**config.mk**
```make
export PLATFORM = sky130hd
export DESIGN_NAME = cont_seq_ctrl
export DESIGN_NICKNAME = d
export VERILOG_FILES = /design/src/rtl/cont_pkg.sv /design/src/rtl/cont_prescaler.sv /design/src/rtl/cont_seq_ctrl.sv
export SDC_FILE = /design/constraint.sdc
export NUM_CORES = 1
export LEC_CHECK = 0
export CAP_MARGIN = 10
export CELL_PAD_IN_SITES_DETAIL_PLACEMENT = 1
export CELL_PAD_IN_SITES_GLOBAL_PLACEMENT = 2
export CORE_UTILIZATION = 30
export CTS_CLUSTER_DIAMETER = 100
export DETAILED_ROUTE_END_ITERATION = 8
export PLACE_DENSITY_LB_ADDON = 0.1
export SYNTH_ARGS = -nofsm -noshare
export SYNTH_HDL_FRONTEND = slang
export SYNTH_SLANG_ARGS = --single-unit
```
**constraint.sdc**
```tcl
create_clock -name clk -period 2 [get_ports clk]
set_input_delay 0.5 -clock clk [delete_from_list [all_inputs] [get_ports clk]]
set_output_delay 0.5 -clock clk [all_outputs]
set_load 0.02 [all_outputs]
```
**src/rtl/cont_pkg.sv**
```systemverilog
// cont_pkg: shared state encoding, direction/mode codes and default widths
// for the counter sequencing controller.
package cont_pkg;
    localparam int DEFAULT_WIDTH      = 4;
    localparam int DEFAULT_PRESCALE_W = 4;

    localparam logic DIR_UP       = 1'b0;
    localparam logic DIR_DOWN     = 1'b1;
    localparam logic MODE_WRAP    = 1'b0;
    localparam logic MODE_ONESHOT = 1'b1;

    typedef enum logic [1:0] {IDLE, RUN, HOLD, DONE} state_t;
endpackage

```
**src/rtl/cont_prescaler.sv**
```systemverilog
// cont_prescaler: rate divider that emits one tick every div+1 enabled cycles;
// holds its count while disabled so a paused run resumes mid-period.
module cont_prescaler #(
    parameter int PRESCALE_W = cont_pkg::DEFAULT_PRESCALE_W
) (
    input  logic                  clk,
    input  logic                  rst_n,
    input  logic                  en,
    input  logic                  clr,
    input  logic [PRESCALE_W-1:0] div,
    output logic                  tick
);
    logic [PRESCALE_W-1:0] cnt;

    // >= keeps the period bounded if div is lowered below the current count
    assign tick = en && (cnt >= div);

    always_ff @(posedge clk or negedge rst_n) begin
        if (!rst_n)
            cnt <= '0;
        else if (clr || tick)
            cnt <= '0;
        else if (en)
            cnt <= cnt + 1'b1;
    end
endmodule

```
**src/rtl/cont_seq_ctrl.sv**
```systemverilog
// cont_seq_ctrl: start/stop/load sequencer for a bounded up/down counter with
// prescaled rate, continuous-wrap or one-shot completion, and status pulses.
module cont_seq_ctrl #(
    parameter int WIDTH      = cont_pkg::DEFAULT_WIDTH,
    parameter int PRESCALE_W = cont_pkg::DEFAULT_PRESCALE_W
) (
    input  logic                  clk,
    input  logic                  rst_n,
    input  logic                  start,
    input  logic                  stop,
    input  logic                  load,
    input  logic [WIDTH-1:0]      load_val,
    input  logic [WIDTH-1:0]      limit,
    input  logic                  dir,
    input  logic                  mode,
    input  logic [PRESCALE_W-1:0] div,
    output logic [WIDTH-1:0]      out,
    output logic                  busy,
    output logic                  done,
    output logic                  wrap
);
    import cont_pkg::*;

    state_t            state, state_nxt;
    logic [WIDTH-1:0]  out_nxt;
    logic              done_nxt, wrap_nxt, en, clr, tick, at_end;

    // Load outranks everything; a fresh start (not a resume) restarts the period
    assign en     = (state == RUN) && !load && !stop;
    assign clr    = load || (start && !stop && (state == IDLE || state == DONE));
    assign at_end = (dir == DIR_DOWN) ? (out == '0) : (out == limit);

    cont_prescaler #(.PRESCALE_W(PRESCALE_W)) u_prescaler (
        .clk   (clk),
        .rst_n (rst_n),
        .en    (en),
        .clr   (clr),
        .div   (div),
        .tick  (tick)
    );

    always_comb begin
        state_nxt = state;
        out_nxt   = out;
        done_nxt  = 1'b0;
        wrap_nxt  = 1'b0;
        if (load) begin
            out_nxt = load_val;
            if (state == DONE) state_nxt = IDLE;
        end else if (stop) begin
            if (state == RUN) state_nxt = HOLD;
        end else if (start && state != RUN) begin
            state_nxt = RUN;
            if (state == DONE) out_nxt = (dir == DIR_DOWN) ? limit : '0;
        end else if (tick) begin
            if (!at_end)
                out_nxt = (dir == DIR_DOWN) ? out - 1'b1 : out + 1'b1;
            else if (mode == MODE_ONESHOT) begin
                state_nxt = DONE;
                done_nxt  = 1'b1;
            end else begin
                out_nxt  = (dir == DIR_DOWN) ? limit : '0;
                wrap_nxt = 1'b1;
            end
        end
    end

    always_ff @(posedge clk or negedge rst_n) begin
        if (!rst_n) begin
            state <= IDLE;
            out   <= '0;
            busy  <= 1'b0;
            done  <= 1'b0;
            wrap  <= 1'b0;
        end else begin
            state <= state_nxt;
            out   <= out_nxt;
            busy  <= (state_nxt == RUN);
            done  <= done_nxt;
            wrap  <= wrap_nxt;
        end
    end
endmodule

```
==> results.ini <==
[placement]
io_buffers=25
dpl.hpwl_um=2540
placed_area_um2=1640
place_congestion=0.763
place_ws_ps=-493

[run]
cap_violations=0

[yosys]
syn_inst=123
syn-cell-area_um2=1170
yosys_warnings=0
synth-main-ff-cell=dfrtp_1
seq_area_frac_synth_pct=27.8
yosysUniqueCellTypes=50
synthTopCellsByArea=dfrtp_1 (28%), ha_1 (13%), inv_1 (4.5%)
syn_nets=155
synth_edf_count=0
ys_ff_latch=13
synth_area_per_cell_um2=9.50
synth_top_area_share_pct=27.8
async_flop_share_pct=100
yosysTopAreaCell=dfrtp_1

[timing]
worst_pin_slew_ps=648
max_freq_mhz=518
skew_ps=2.76
drv_slew=0
holdWs_ps=565
layout_setup_ws_ps=70.4
setup_viol=0
fin_crit_ps=1930
tns_ps=0
post-route-period-util_pct=96.5
relSlewSlack_pct=56.7
hold_viol=0

[floorplan]
die_h_um=64.4
num_rows=22
design.core.area_um2=3690
initial_core_util_pct=31.7
dieArea_um2=4150
num_io_pins=26
dieWidth_um=64.4

[outcome]
status=finished, final reports clean

[final_layout]
layout-drive-gt1-share_pct=36.2
design_area_um2=1810
n_antenna_cell=0
nets=210
syn_to_final_growth_pct=54.9

[clock_network]
htree_levels=1
clkSlewWorstSetupHoldPaths_ps=60
numCtsBuffers=3
cts_tree=built
clock-sinks=13
cts-root-buf=clkbuf_8
hold_buffers=0
cts_max_path_buffers=2
clock_latency_ps=250

[power]
finalPower_uw=1260
pwr-share-comb_pct=51.4
power.density_nw_per_um2=698
netSwitchingFraction_pct=38.2
p_leak_uw=0.000808
pwr-share-seq_pct=29.3
p_sw_uw=483
ir_drop_mv=0.466
p_int_uw=782
pwr-share-clk_pct=19.3

[route]
wire_per_inst_um=14.8
avgViaCountPerCell=4.89
wl_met1_um=1510
met2_length_um=1630
top_layer=met4
drt_iter0_drc=37
dr.pass1.iters=4
totalWireLength_um=3330
drcViolationCount=0
vias=1100
antenna_left=0
met3_length_um=108

[global_route]
grt_first_pass_wirelength_um=5530
grt_pass1_vias=1171
grt_overflow=0
track_usage_pct=17.5
antenna_found_initial=0
grt_max_degree=14

[critical_path]
cp_max_fo=4
cp.required_ps=2190
worstSetupPathType=primary input to flop
start_kind=primary input
critPathCaptureType=flop
critPathArrivalTime_ps=2120

[worst_hold_path]
hp-class=flop to flop

-- cell usage after synthesis, drive strengths merged, types with 2 or more instances --
cell type and instances:
nand3 5, a21o 2, xnor2 4, nand2b 3, o211ai 2, nor2b 2, nor2 8, o311ai 2
o21ai 10, nor3b 2, buf 3, nor4b 2, nor3 3, ha 12, dfrtp 13, a21oi 6
xor2 4, inv 14, nand2 7
-- area by class of cell --
| cell class | instances | area, um2 |
|---|---|---|
| inverters | 14 | 52.6 |
| clock buffers | 4 | 45.0 |
| well taps | 48 | 60.1 |
| multi-input cells | 93 | 860 |
| flip-flops and latches | 13 | 327 |
| fillers | 434 | 1880 |
| repair buffers | 53 | 467 |
-- path summary, 6_finish.rpt --
| check | startpoint | endpoint | slack [ps] | cells after the start |
|---|---|---|---|---|
| max | limit[2] | busy | 70 | 8 |
| min | u_prescaler.cnt[3] | u_prescaler.cnt[3] | 560 | 2 |
| max reg2reg | out[1] | out[3] | 120 | 7 |
| min reg2reg | u_prescaler.cnt[3] | u_prescaler.cnt[3] | 560 | 2 |
| max in group asynchronous | rst_n | out[3] | 900 | 1 |
| min in group asynchronous | rst_n | u_prescaler.cnt[2] | 650 | 1 |
-- metal layers --
layer | vias to the layer above | global-route usage, %
li1 | 545 | -
met1 | 528 | 22.9
met2 | 18 | 27.0
met3 | 9 | 3.87
met4 | 0 | 8.61
met5 | - | 0
-- kinds of logic after synthesis --
kind of cell / synth area share [%]
buffers and inverters: 7.07
DFF: 27.8
and+or+nand+nor: 22.4
muxes: 0.857
adders and majority gates: 14.6
AOI/OAI and AO/OA: 21.3
xor gates and xnor gates: 6.00
-- power groups by stage --
stage | Combinational (uW) | Clock [uW] | Sequential, uW
after detailed placement | 580 | 0 | 368
after global placement | 568 | 0 | 366
after floorplan | 309 | 0 | 385
after global routing | 715 | 267 | 377
final | 650 | 244 | 371
after CTS | 596 | 254 | 365
-- cell usage in the layout, fill, tap and decap left out, types with 2 or more instances in the layout --
| master | instances |
|---|---|
| xnor2_2 | 2 |
| o211ai_4 | 2 |
| o21ai_0 | 2 |
| inv_1 | 12 |
| nand3_1 | 4 |
| ha_2 | 3 |
| clkbuf_8 | 3 |
| xnor2_1 | 2 |
| inv_2 | 2 |
| nand2_1 | 5 |
| clkdlybuf4s50_1 | 21 |
| nand2b_1 | 2 |
| buf_4 | 24 |
| a21oi_1 | 4 |
| ha_1 | 8 |
| a21oi_2 | 2 |
| nor2_1 | 7 |
| dlygate4sd2_1 | 3 |
| o21ai_1 | 7 |
| xor2_1 | 4 |
| buf_6 | 4 |
| dfrtp_1 | 12 |
| nand2_2 | 2 |
| nor2b_1 | 2 |
-- worst max-delay path, cell delays in order --
cell	delay, ps
clkdlybuf4s50_1	510
xnor2_1	150
nand3_2	120
nor3_4	260
buf_4	180
o211ai_4	80
a21oi_2	170
o21a_1	140
-- repair_timing --
| item | 4_1_cts | 5_1_grt |
|---|---|---|
| pin swaps | 4 | 10 |
| setup endpoints to repair | 13 | 9 |
| resized for setup | 13 | 20 |
| buffers inserted | 0 | 2 |
-- state kept, by name (all words and copies together), names as in the netlist --
| signal | flops |
|---|---|
| busy | 1 |
| state | 2 |
| done | 1 |
| u_prescaler.cnt | 4 |
| out | 4 |
| wrap | 1 |
-- metrics by stage --
stage                     utilization [%]  cells
after floorplan                         -    123
after global placement               44.6    219
after detailed placement             44.6    219
after CTS                            46.7    223
after global routing                 49.1    225
final                                49.1    225
Power figures use the tool's default switching activity.
==> variant 1: new RTL, same flow settings <==
Reset style: synchronous (`rst_n`), changed in 2 clocked blocks.
--- a/src/rtl/cont_prescaler.sv
+++ b/src/rtl/cont_prescaler.sv
@@ -16,5 +16,5 @@
     assign tick = en && (cnt >= div);
 
-    always_ff @(posedge clk or negedge rst_n) begin
+    always_ff @(posedge clk) begin
         if (!rst_n)
             cnt <= '0;
--- a/src/rtl/cont_seq_ctrl.sv
+++ b/src/rtl/cont_seq_ctrl.sv
@@ -66,5 +66,5 @@
     end
 
-    always_ff @(posedge clk or negedge rst_n) begin
+    always_ff @(posedge clk) begin
         if (!rst_n) begin
             state <= IDLE;
Check against the original RTL: differs if rst_n is asserted again (counterexample within 4 cycles, from zero or initial values and one cycle with rst_n low); with rst_n held inactive, the same outputs for 10 cycles.
==> variant 1 against the unedited design <==
Wire length is 19% lower; synthesized area shrank 14%; clock skew is essentially flat; worst setup slack worse by 0.0053 ns; sequential cell count did not move; design area decreased by 14%; sequential share of layout area shrank 1.3 points.
Power is not compared: it rests on default switching activity, and its combinational part moved more than twofold at a synthesized area within 25%.
==> variant 1: results (changes against the unedited design) <==
- Largest regs: out x4, u_prescaler.cnt x4, state x2 (unchanged)
- Asr flop ratio synth: 0% (was 100%)
- Hold path cells: 2 (unchanged)
- Register-to-Register Path Depth: 8 (was 7)
- Status: finished, final reports clean (unchanged)
- Hold path start: state[1] (was u_prescaler.cnt[3])
- Antenna violations before repair: 0 (unchanged)
- Met1 WL: 1.29 mm (was 1.51 mm)
- GR Util met1: 22.1% (was 22.9%)
- Post-DP HPWL: 2.20 mm (was 2.54 mm)
- Netlist cell types: 35 (was 50)
- Worst Path Max Fanout: 5 (was 4)
- CTS Buf Count: 3 (unchanged)
- N_diodes: 0 (unchanged)
- Starting Density: 32.2% (was 31.7%)
- Length of routed met3 wiring: 90 µm (was 108 µm)
- Peak supply drop: slightly above 0.3 mV
- Max stage delay on crit path: 0.67 ns (was 0.51 ns)
- Dpl ws: -0.481 ns (was -0.493 ns)
- Syn nets: 149 (was 155)
- Root Driver: clkbuf_4 (was clkbuf_8)
- Register area share after synthesis: 25.9% (was 27.8%)
- Worst-Margin Slew: 0.517 ns (was 0.648 ns)
- Met2 usage: 29.5% (was 27.0%)
- Largest net degree at the start of global routing: 12 (was 14)
- Drt first pass iters: 4 (unchanged)
- Worst-Skew Late Latency: 0.29 ns (was 0.25 ns)
- Total track usage: 17.3% (was 17.5%)
- Reg-to-Reg End: out[0] (was out[3])
- Drt initial violations: 29 (was 37)
- Commonest cells in the synthesized netlist: dfxtp_1 (13), ha_1 (12), nand2_1 (12) (was inv_1 (14), dfrtp_1 (13), ha_1 (12))
- Worst-path clk slew: 0.09 ns (was 0.06 ns)
- Met2 Wirelength: 1.31 mm (was 1.63 mm)
- Top delay family on crit path: buffers and inverters (unchanged)
- H-tree levels: 1 (unchanged)
- Post-CTS Setup Bufs: 2 (was 0)
- Via count: 993 (was 1100)
- Avg WL per Cell: 13.0 µm (was 14.8 µm)
- Via count of the first global-routing pass: 1043 (was 1171)
- Fin crit share: 96.7% (was 96.5%)
- Drt total wl: 2.69 mm (was 3.33 mm)
- Top_reg_cell synth: dfxtp_1 (was dfrtp_1)
- CP startpoint: out[2] (was limit[2])
- Reg2Reg Launch Point: state[1] (was out[1])
- First-pass GRT wire length: 4.60 mm (was 5.53 mm)
- CP Data Required Time: 1.50 ns (was 2.19 ns)
- Clock skew: 0.00270 ns (was 0.00276 ns)
- Post-Place Cells: 202 (was 219)
- Post-CTS resize count: 10 (was 13)
- GRT met3 Usage: 5.19% (was 3.87%)
- Critical Path End: out[2] (was busy)
- Routability cong.: 0.734 (was 0.763)
- Layout cells sized above 1: 24.4% (was 36.2%)
- Hold EP: state[1] (was u_prescaler.cnt[3])
- Fillers: 383 (was 434)
- Ranking of synthesized cells by area: dfxtp_1 (26%), ha_1 (15%), xnor2_1 (6.1%) (was dfrtp_1 (28%), ha_1 (13%), inv_1 (4.5%))
- Syn avg cell area: 8.60 µm² (was 9.50 µm²)
- Sw Share: about 33%
## variant 1: changes by cell type in the layout (fill, tap and decap cells not counted), moves of 4 or more
cell / before / now
buf_4: 24 / 20
dfxtp_1: 0 / 13
o21ai_1: 7 / 2
dfrtp_1: 12 / 0
xnor2_1: 2 / 7
nand2_1: 5 / 12
## variant 1: power by group through the flow
stage | registers [mW] | logic [mW] | clock network (mW)
after floorplan | 0.299 | 0.120 | 0
after global placement | 0.292 | 0.242 | 0
after detailed placement | 0.292 | 0.246 | 0
after CTS | 0.287 | 0.258 | 0.179
after global routing | 0.289 | 0.294 | 0.191
final | 0.287 | 0.266 | 0.175
## variant 1: per-stage QoR
| stage | hold WS [ns] | utilization (%) | area [µm²] |
|---|---|---|---|
| after floorplan | 0.483 | - | 1010 |
| after global placement | 0.504 | 45.9 | 1440 |
| after detailed placement | 0.518 | 45.9 | 1440 |
| after CTS | 0.557 | 48.0 | 1500 |
| after global routing | 0.595 | 49.8 | 1560 |
| final | 0.558 | 49.8 | 1560 |
## variant 1: kinds of logic (layout without fill, tap and decap cells)
family	count (synthesis)	in the layout	share of synthesized area, %
AND/OR/NAND/NOR	36	36	17.9
AO/OA/AOI/OAI	27	27	20.6
buffers and inverters	14	61	5.97
adder cells (fa/ha/maj)	13	13	16.9
flip-flops	13	13	25.9
XOR/XNOR	10	10	8.71
multiplexers	4	4	3.98
## variant 1: cell type report
| type | instances | area, µm² | area share [%] |
|---|---|---|---|
| tap | 44 | 55.1 | 3.53 |
| multi-input combinational | 90 | 762 | 48.9 |
| clock buffer | 4 | 26.3 | 1.69 |
| sequential | 13 | 260 | 16.7 |
| timing repair buffer | 46 | 413 | 26.5 |
| inverter | 11 | 41.3 | 2.65 |
==> variant 2: new RTL, same flow settings <==
Without the edit above. Set the package constant `DEFAULT_WIDTH` to 6 (it was 4).
--- a/src/rtl/cont_pkg.sv
+++ b/src/rtl/cont_pkg.sv
@@ -2,5 +2,5 @@
 // for the counter sequencing controller.
 package cont_pkg;
-    localparam int DEFAULT_WIDTH      = 4;
+    localparam int DEFAULT_WIDTH      = 6;
     localparam int DEFAULT_PRESCALE_W = 4;
 
Ports: changed (resized limit, load_val and out); port bits go from 26 to 32. No check against the original RTL was run, so the function may have changed too.
==> variant 2 against the unedited design <==
The flow now finishes with violations (negative setup slack); sequential cell count rose by 2; wire length rose by 32%; worst setup slack got worse by 0.17 ns; sequential share of layout area is 1.2 points lower; die area rose by 15%; design area grew 24%; maximum frequency down 8.3%; critical path depth fell by 1; total power is 12% lower; synthesized area grew 16%; critical path type is now reg2reg; largest cell class unchanged.
==> variant 2: results (changes against the unedited design) <==
- Drt initial violations: 62 (was 37)
- Status: finished with violations (was finished, final reports clean)
- Mapped Cells: 146 (was 123)
- Syn nets: 184 (was 155)
- Placed cell area: 2080 µm² (was 1640 µm²)
- H-tree levels: 1 (unchanged)
- Vias per inst: 4.95 (was 4.89)
- NumNets Final: 267 (was 210)
- Top delay family on crit path: simple AND/OR/NAND/NOR gates (was buffers and inverters)
- Worst Setup Path Type: reg2reg (was in2reg)
- First-pass GRT wire length: 7.44 mm (was 5.53 mm)
- Post-CTS resize count: 17 (was 13)
- Dpl ws: -0.639 ns (was -0.493 ns)
- Critical Path End: out[0] (was busy)
- Clock skew: 0.000699 ns (was 0.00276 ns)
- Non-Filler Instances: 280 (was 225)
- Via count of the first global-routing pass: 1549 (was 1171)
- Avg WL per Cell: 15.8 µm (was 14.8 µm)
- Commonest cells in the synthesized netlist: dfrtp_1 (15), ha_1 (14), inv_1 (13) (was inv_1 (14), dfrtp_1 (13), ha_1 (12))
- Sum Neg Setup Slack: -0.490 ns (was 0 ns)
- Layout cells sized above 1: 36.4% (was 36.2%)
- Antenna Violating Nets Remaining: 0 (unchanged)
- Post-CTS Setup Bufs: 6 (was 0)
- Ranking of synthesized cells by area: dfrtp_1 (28%), ha_1 (13%), xor2_1 (6.5%) (was dfrtp_1 (28%), ha_1 (13%), inv_1 (4.5%))
- Hold WS: 0.557 ns (was 0.565 ns)
- Register area share after synthesis: 27.7% (was 27.8%)
- Met2 Wirelength: 2.25 mm (was 1.63 mm)
- Worst-Margin Slew: 0.404 ns (was 0.648 ns)
- Post-Place Cells: 269 (was 219)
- Failing checks: negative setup slack
- CTS Buf Count: 3 (unchanged)
- Largest regs: out x6, u_prescaler.cnt x4, state x2 (was out x4, u_prescaler.cnt x4, state x2)
- Setup violations, final: 6 (was 0)
- Routability cong.: 0.877 (was 0.763)
- Top sig layer: met4 (unchanged)
- Fin worst setup slack: -0.105 ns (was 0.0704 ns)
- I/O Buffers: 31 (was 25)
- Worst Path Max Fanout: 6 (was 4)
- Peak supply drop: 0.264 mV (was 0.466 mV)
- Largest net degree at the start of global routing: 25 (was 14)
- Total track usage: 19.3% (was 17.5%)
- Worst hold path class: in2async (was reg2reg)
- Reg2Reg Launch Point: out[2] (was out[1])
- Max stage delay on crit path: 0.56 ns (was 0.51 ns)
- Length of routed met3 wiring: 116 µm (was 108 µm)
- Critical path's slowest cell: or4_4 (was clkdlybuf4s50_1)
- Met1 WL: 2.03 mm (was 1.51 mm)
- Post-DP HPWL: 3.47 mm (was 2.54 mm)
- P_leak: 1.05 nW (was 0.808 nW)
- CP arrival: 2.24 ns (was 2.12 ns)
[variant 2: final cells by class]
type,instances,area [µm²]
clock buffer,4,45.0
fill,505,2100
inverter,13,48.8
multi-input combinational,114,1030
sequential,15,379
tap,52,65.1
timing repair buffer,82,684
[variant 2: routing by layer]
layer	vias to the layer above	track usage, %
met5	-	0
met4	0	2.04
met3	3	4.07
met2	20	34.7
met1	672	24.3
li1	690	-
[variant 2: cell families after synthesis]
logic type               after synthesis  synth area share, %
AND/OR/NAND/NOR                       44                 20.6
flip-flops                            15                 27.7
adder cells (fa/ha/maj)               15                 14.4
AO/OA/AOI/OAI                         39                 21.8
multiplexers                           4                 2.95
XOR/XNOR                              12                 7.76
buffers and inverters                 17                 4.80
[variant 2: where the power goes]
| part | internal, mW | switching (mW) | total (mW) |
|---|---|---|---|
| Clock | 0.142 | 0.115 | 0.257 |
| Sequential | 0.326 | 0.0211 | 0.347 |
| Combinational | 0.263 | 0.246 | 0.509 |
| Total | 0.730 | 0.383 | 1.11 |
